$ cat config.mk
export PLATFORM = sky130hd
export DESIGN_NAME = btn_conditioner
export DESIGN_NICKNAME = d
export VERILOG_FILES = /design/src/rtl/watch_pkg.sv /design/src/rtl/btn_channel.sv /design/src/rtl/btn_conditioner.sv
export SDC_FILE = /design/constraint.sdc
export NUM_CORES = 1
export LEC_CHECK = 0
export BUFFER_PORTS_ARGS = -buffer_cell sky130_fd_sc_hd__buf_2
export CORE_ASPECT_RATIO = 0.9
export CORE_UTILIZATION = 61
export DETAILED_ROUTE_END_ITERATION = 16
export PLACE_DENSITY_LB_ADDON = 0.2
export SKIP_LAST_GASP = 1
export SLEW_MARGIN = 10
export SYNTH_ARGS = -nofsm -noshare
export SYNTH_HDL_FRONTEND = slang
export SYNTH_SLANG_ARGS = --single-unit
export TNS_END_PERCENT = 100
$ cat constraint.sdc
create_clock -name clk100MHz -period 2.6 [get_ports clk100MHz]
set_clock_uncertainty 0.1 [all_clocks]
set_input_delay 0 -clock clk100MHz [delete_from_list [all_inputs] [get_ports clk100MHz]]
set_output_delay 0 -clock clk100MHz [all_outputs]
set_load 0.01 [all_outputs]
$ cat src/rtl/watch_pkg.sv
// Shared timing constants and channel state type for the watch datapath.
package watch_pkg;

  localparam int unsigned CLK_HZ                  = 100_000_000;
  localparam int unsigned DEBOUNCE_CYCLES_DEFAULT = 1_000_000;   // 10 ms
  localparam int unsigned HOLD_CYCLES_DEFAULT     = 50_000_000;  // 500 ms
  localparam int unsigned REPEAT_CYCLES_DEFAULT   = 10_000_000;  // 100 ms

  typedef enum logic [1:0] {
    ST_IDLE   = 2'd0,
    ST_HELD   = 2'd1,
    ST_REPEAT = 2'd2
  } btn_state_e;

  // Counter width able to hold values 0..n.
  function automatic int unsigned cnt_width(input int unsigned n);
    return (n < 1) ? 1 : $clog2(n + 1);
  endfunction

endpackage

$ cat src/rtl/btn_channel.sv
// One button: 2-FF synchroniser, debounce filter, press/repeat/release FSM.
module btn_channel
  import watch_pkg::*;
#(
  parameter int unsigned DEBOUNCE_CYCLES = DEBOUNCE_CYCLES_DEFAULT,
  parameter int unsigned HOLD_CYCLES     = HOLD_CYCLES_DEFAULT,
  parameter int unsigned REPEAT_CYCLES   = REPEAT_CYCLES_DEFAULT,
  parameter logic        REPEAT_EN       = 1'b0
) (
  input  logic clk_i,
  input  logic rst_i,
  input  logic raw_i,
  output logic level_o,
  output logic press_o,
  output logic release_o,
  output logic toggle_o
);

  localparam int unsigned DB_W   = cnt_width(DEBOUNCE_CYCLES);
  localparam int unsigned HOLD_W = cnt_width(HOLD_CYCLES);
  localparam int unsigned REP_W  = cnt_width(REPEAT_CYCLES);

  localparam logic [DB_W-1:0]   DB_LAST   = DB_W'(DEBOUNCE_CYCLES - 1);
  localparam logic [HOLD_W-1:0] HOLD_LAST = HOLD_W'(HOLD_CYCLES - 1);
  localparam logic [REP_W-1:0]  REP_LAST  = REP_W'(REPEAT_CYCLES - 1);

  logic              sync1_q, sync2_q;
  logic [DB_W-1:0]   db_cnt_q, db_cnt_d;
  logic              level_q, level_d;
  logic              accept;
  logic              rise, fall;

  btn_state_e        state_q;
  logic [HOLD_W-1:0] hold_q;
  logic [REP_W-1:0]  rep_q;
  logic              press_q, release_q, toggle_q;

  // Two-stage synchroniser for the asynchronous pin.
  always_ff @(posedge clk_i) begin
    if (rst_i) begin
      sync1_q <= 1'b0;
      sync2_q <= 1'b0;
    end else begin
      sync1_q <= raw_i;
      sync2_q <= sync1_q;
    end
  end

  // Debounce: count consecutive mismatch cycles, accept on the last one.
  // The FSM keys off 'accept' rather than level_q so its pulses land in the
  // same cycle the new level first becomes visible.
  assign accept = (sync2_q != level_q) && (db_cnt_q == DB_LAST);
  assign rise   = accept &  sync2_q;
  assign fall   = accept & ~sync2_q;

  // Next-state for debounce counter and accepted level.
  always_comb begin
    db_cnt_d = db_cnt_q;
    level_d  = level_q;
    if (sync2_q == level_q) begin
      db_cnt_d = '0;
    end else if (accept) begin
      db_cnt_d = '0;
      level_d  = sync2_q;
    end else begin
      db_cnt_d = db_cnt_q + 1'b1;
    end
  end

  // Debounce state registers.
  always_ff @(posedge clk_i) begin
    if (rst_i) begin
      db_cnt_q <= '0;
      level_q  <= 1'b0;
    end else begin
      db_cnt_q <= db_cnt_d;
      level_q  <= level_d;
    end
  end

  // Channel FSM with registered press/release/toggle outputs.
  always_ff @(posedge clk_i) begin
    if (rst_i) begin
      state_q   <= ST_IDLE;
      hold_q    <= '0;
      rep_q     <= '0;
      press_q   <= 1'b0;
      release_q <= 1'b0;
      toggle_q  <= 1'b0;
    end else begin
      press_q   <= 1'b0;
      release_q <= 1'b0;
      case (state_q)
        ST_IDLE: begin
          if (rise) begin
            press_q  <= 1'b1;
            toggle_q <= ~toggle_q;
            hold_q   <= '0;
            state_q  <= ST_HELD;
          end
        end
        ST_HELD: begin
          if (fall) begin
            release_q <= 1'b1;
            hold_q    <= '0;
            state_q   <= ST_IDLE;
          end else if (hold_q == HOLD_LAST) begin
            // Without repeat enabled the counter simply saturates here.
            if (REPEAT_EN) begin
              press_q <= 1'b1;
              rep_q   <= '0;
              state_q <= ST_REPEAT;
            end
          end else begin
            hold_q <= hold_q + 1'b1;
          end
        end
        ST_REPEAT: begin
          // A fall wins over a repeat due in the same cycle.
          if (fall) begin
            release_q <= 1'b1;
            hold_q    <= '0;
            rep_q     <= '0;
            state_q   <= ST_IDLE;
          end else if (rep_q == REP_LAST) begin
            press_q <= 1'b1;
            rep_q   <= '0;
          end else begin
            rep_q <= rep_q + 1'b1;
          end
        end
        default: begin
          state_q <= ST_IDLE;
          hold_q  <= '0;
          rep_q   <= '0;
        end
      endcase
    end
  end

  assign level_o   = level_q;
  assign press_o   = press_q;
  assign release_o = release_q;
  assign toggle_o  = toggle_q;

endmodule

$ cat src/rtl/btn_conditioner.sv
// Pushbutton conditioner: NUM_BTN independent synchronise/debounce/FSM channels.
module btn_conditioner
  import watch_pkg::*;
#(
  parameter int unsigned         NUM_BTN         = 4,
  parameter int unsigned         DEBOUNCE_CYCLES = DEBOUNCE_CYCLES_DEFAULT,
  parameter int unsigned         HOLD_CYCLES     = HOLD_CYCLES_DEFAULT,
  parameter int unsigned         REPEAT_CYCLES   = REPEAT_CYCLES_DEFAULT,
  parameter logic [NUM_BTN-1:0]  REPEAT_EN       = '0
) (
  input  logic               clk100MHz,
  input  logic               rst,
  input  logic [NUM_BTN-1:0] btn_raw,
  output logic [NUM_BTN-1:0] btn_level,
  output logic [NUM_BTN-1:0] btn_press,
  output logic [NUM_BTN-1:0] btn_release,
  output logic [NUM_BTN-1:0] btn_toggle
);

  // One fully independent channel per button.
  for (genvar i = 0; i < NUM_BTN; i++) begin : g_ch
    btn_channel #(
      .DEBOUNCE_CYCLES (DEBOUNCE_CYCLES),
      .HOLD_CYCLES     (HOLD_CYCLES),
      .REPEAT_CYCLES   (REPEAT_CYCLES),
      .REPEAT_EN       (REPEAT_EN[i])
    ) u_ch (
      .clk_i     (clk100MHz),
      .rst_i     (rst),
      .raw_i     (btn_raw[i]),
      .level_o   (btn_level[i]),
      .press_o   (btn_press[i]),
      .release_o (btn_release[i]),
      .toggle_o  (btn_toggle[i])
    );
  end

endmodule
* After elaboration in Yosys (flattened, before gate mapping)
Index checks and enable logic that the tools add are counted.
Storage, ports and cells: bits in registers 208, input port bits 6, output and inout bits 16, logic and storage cells 180
Cells by class: $add $sub $neg 8, equality and inequality tests 32, muxes and demuxes 44, bitwise gates (word level) 24, reductions and logical operators 36
Operator list (count):
- $mux 24 | 8
- $pmux 24 s2 | 4
- $add 24x1->24 const B | 4
- $eq 24x24->1 const B | 4
- $add 20x1->20 const B | 4
- $eq 20x20->1 const B | 4
- $reduce_and 2->1 | 12
- $reduce_or 2->1 | 12
- $mux 1 | 16
- $mux 2 | 8
- $ne 2x1->1 const B | 8
- $not 1->1 | 16
- $pmux 2 s2 | 4
- $reduce_or 3->1 | 4
- $and 1x1->1 | 8
- $eq 2x1->1 const B | 4
- $eq 2x2->1 const B | 4
- $logic_not 2->1 | 4
- $pmux 1 s2 | 4
- $eq 1x1->1 | 4
- $logic_and 1x1->1 | 4
- $ne 1x1->1 | 4

* Longest topological paths before layout
word-level depth 5, gate-level depth with buffers 7, mapped depth without buffers 5

* Hierarchy
Synthesis repeated with hierarchy kept, for this count alone.
Unflattened totals: cells, all modules 556, area total of the unflattened synthesis 5011.1 µm²
By module, submodules not included:
- btn_channel at g_ch[0].u_ch ... | times used 3, cells an instance 140, area an instance 1253.7 µm², sequential area each 540.5 µm²
- btn_channel at g_ch[3].u_ch | times used 1, cells an instance 136, area an instance 1249.9 µm², sequential area each 540.5 µm²

* Worst setup path after synthesis
No wires, ideal clock.
path type flip-flop to flip-flop, from reg g_ch[2].u_ch.db_cnt_q[7], to reg g_ch[2].u_ch.db_cnt_q[10], library setup time 115 ps, data arrival time 1915 ps, data required time 2385 ps, slack 471 ps, cell stages (with the launch flop) 6, path buffers 1, clock period less this slack 2129 ps, path through dfxtp_1 -> or4_4 -> or4b_4 -> o21ai_2 -> buf_6 -> nor2_1
Between the ends: cells in the longest elaborated chain, start to end 3, elaborated cells between the ends (all ways) 4, those cells by class add/sub (1); eq/ne (1); reduce/logical (2)
RTL lines:
- start: declaration | line btn_channel.sv:28 | logic [DB_W-1:0] db_cnt_q, db_cnt_d;
- start signal: assignment | line btn_channel.sv:76 | db_cnt_q <= db_cnt_d;
- parallel branches: the longest is 3 deep, another holds $add 20x1->20
Parallel ways; which one is timed is not known. A chain may end at the register's enable or synchronous reset.

* Final worst setup path
from reg g_ch[1].u_ch.db_cnt_q[0], to reg g_ch[1].u_ch.toggle_q
Between the ends: cells in the longest elaborated chain, start to end 4
RTL lines:
- start: declaration | line btn_channel.sv:28
- start signal: assignment | line btn_channel.sv:76
- $eq 20x20->1 | line btn_channel.sv:52 | assign accept = (sync2_q != level_q) && (db_cnt_q == DB_LAST);
- $logic_and 1x1->1 | line btn_channel.sv:52
- $and 1x1->1 | line btn_channel.sv:53 | assign rise = accept & sync2_q;
- $reduce_and 2->1 (no source line)
- end signal: assignment | line btn_channel.sv:97 | toggle_q <= ~toggle_q;
- end: declaration | line btn_channel.sv:36 | logic press_q, release_q, toggle_q;
Every way passes these cells.

==> impl_metrics.ini <==
[run_status]
status = finished, final reports clean

[clocking]
h-tree-depth = 3
cts_setup_buffers = 0
cts_sinks = 108
cts_buffer_depth = 2
cts_resized = 0
cts-root-buf = clkbuf_8
cts_buffers = 9
tritoncts = yes
clkSlewWorstSetupHoldPaths_ns = 0.09
clk_latency_ns = 0.36

[drt]
viasPerCell = 5.82
dr.pass1.iters = 4
drt-total-wl_mm = 8.80
vias = 3800
avgRoutedWirePerCell_um = 13.5
drc_errors = 0
drtIter0Drc = 141
ant_nets = 0

[floorplan]
die_w_um = 95.6
die_area_sq_um = 8240
fp-row-count = 30
initial_utilization_pct = 63.4
fp.dieH_um = 86.2
coreArea_sq_um = 7580
ios = 22

[layout]
n_antenna_cell = 0
syn2layout_area_growth_pct = 6.25
multiInputGateArea_sq_um = 2370
nFillCells = 628
regArea_sq_um = 2160
drive_gt1_share_pct = 10.6
fin_nets = 563

[worst_setup_path]
path_max_fanout = 6
cp.required_ns = 2.76
start_kind = register
critPathKind = register to register
cp.arrival_ns = 2.41
worstSetupEndpointType = register

[logic_synthesis]
yosys_most_used_dff = dfxtp_1
async_reset_ff_share_pct = 0
yosysWarnings = 0
synth.yosys.seq_area_share_pct = 45.0
synth.top_cells.by_area = dfxtp_1 (45%), xnor2_1 (6.6%), nor2_1 (5.1%)
ys_ff_latch = 108
syn_avg_cell_area_sq_um = 8.82
syn-cell-area_sq_um = 4810
synth_top_area_cell = dfxtp_1
synth-edff-count = 0
synth_top_area_share_pct = 45.0
yosysUniqueCellTypes = 43
syn_inst = 545
syn_nets = 555

[grt]
met1_usage_pct = 29.4
met2_usage_pct = 37.3
grt_pass1_vias = 3431
use_met3_pct = 4.39
gr-total-overflow = 0
grt-busiest-layer = met2
grtUsageTotal_pct = 22.5
antenna_found_initial = 0
grt_max_degree = 32
grt_pass1_wl_mm = 14.9

[timing]
hold_viol_final = 0
grt_setup_unrepaired = false
min_period_ns = 2.25
setup_tns_ns = 0
fmax_mhz = 444
timing.slew.headroom_pct = 61.5
setup_ws_ns = 0.348
period_share_pct = 86.6
tightest_slew_ns = 0.578
setup_viol = 0
slew_violations = 0

[placed_design]
preCtsSetupSlack_ns = 0.358
place_congestion = 0.816
dp_hpwl_mm = 6.14
port-buffer-count = 21

[run]
cap_violations = 0

[min_path]
hold_class = input port to register

[pwr]
peakVddDrop_v = 0.000335
power.leakage_nw = 1.52
power-per-cell-area_nw_per_um2 = 539
p_total_mw = 2.75
sequential cells by signal (all words and copies together), names as in the netlist:
register             count
g_ch.u_ch.toggle_o       4
g_ch.u_ch.sync2_q        4
g_ch.u_ch.level_o        4
g_ch.u_ch.state_q        4
g_ch.u_ch.db_cnt_q      80
g_ch.u_ch.sync1_q        4
g_ch.u_ch.release_o      4
g_ch.u_ch.press_o        4
kinds of logic (layout without fill, tap and decap cells):
kind of cell	after synthesis	in the layout	share of synthesized area, %
simple gates	256	256	29.7
flops	108	108	45.0
compound gates	73	73	8.82
xor+xnor	52	52	9.47
buf+inv	51	63	5.80
fa+ha+maj	4	4	1.04
mux	1	1	0.234
worst paths after layout:
check                                start  depth (start not counted)  slack, ns                    end
setup / recovery  g_ch[1].u_ch.db_cnt_q[0]                          5       0.35  g_ch[1].u_ch.toggle_o
hold / removal                         rst                          2       0.03   g_ch[2].u_ch.sync2_q
setup reg to reg  g_ch[1].u_ch.db_cnt_q[0]                          5       0.35  g_ch[1].u_ch.toggle_o
hold reg to reg       g_ch[2].u_ch.sync1_q                          1       0.35   g_ch[2].u_ch.sync2_q
where the power goes:
group	internal (mW)	total (mW)	leakage, nW	switching, mW
Clock	0.495	1.02	0.0987	0.529
Sequential	1.66	1.67	0.872	0.0101
Combinational	0.0212	0.0516	0.547	0.0304
Total	2.18	2.75	1.52	0.570
critical path: stages, from the launching register on:
cell     delay (ns)
dfxtp_1        0.40
ha_1           0.22
nand2_1        0.15
or4_4          0.57
nor4_1         0.35
mux2_2         0.37
area by class of cell:
cell class / instances / area share [%]
inverters: 16 / 1.18
well taps: 96 / 2.35
flip-flops and latches: 108 / 42.3
clock buffers: 12 / 3.04
multi-input cells: 386 / 46.3
clock inverters: 3 / 0.906
repair buffers: 32 / 3.87
what timing repair did:
action,in CTS,in global routing
endpoints found under the setup margin,0,0
hold endpoints to repair,4,0
hold buffers,4,0
placed cells by master (no fill, tap or decap), types with 9 or more instances in the layout:
master      n
or4_1      13
a21oi_1    30
nand3_1    27
nor4_1     14
xor2_1     16
clkbuf_8   11
o31ai_1    10
nor2_1     65
inv_1      16
nor2b_1     9
o21ai_0    21
nand4_1    16
nor4b_1    10
buf_2      21
nand2_1    33
and4_1     10
xnor2_1    36
or3_1      21
nor3_1     12
dfxtp_1   108
Yosys cell counts, types with 2 or more instances:
library cell,number
a21oi_1,30
a31o_2,2
a31oi_1,3
and2_1,2
and3_1,4
and4_1,10
buf_2,2
buf_4,16
buf_6,2
clkbuf_1,13
dfxtp_1,108
ha_1,4
inv_1,16
nand2_1,33
nand2b_1,4
nand3_1,27
nand4_1,16
nand4b_1,2
nor2_1,65
nor2b_1,9
nor3_1,12
nor4_1,14
nor4b_1,10
o21ai_0,22
o21ai_2,3
o31ai_1,10
o41ai_1,3
or2_2,2
or3_1,21
or3b_2,3
or4_1,13
or4_4,2
or4b_1,2
xnor2_1,36
xor2_1,16
per-stage QoR:
step	instance area (sq um)	instances	utilization, %	hold slack (ns)
6_report	5110	653	67.4	0.0268
3_3_place_gp	4870	634	64.2	0.112
2_1_floorplan	4810	545	-	0.0282
4_1_cts	5110	653	67.4	0.0125
3_5_place_dp	4870	634	64.2	0.115
5_1_grt	5110	653	67.4	0.0343
layer usage:
layer | part of all wire, % | routed length (um)
met3 | 3.3 | 293
met1 | 48 | 4200
met4 | 1.2 | 107
met2 | 48 | 4200
met5 | 0 | 0
Note: power is estimated with default switching activity, not from simulation.
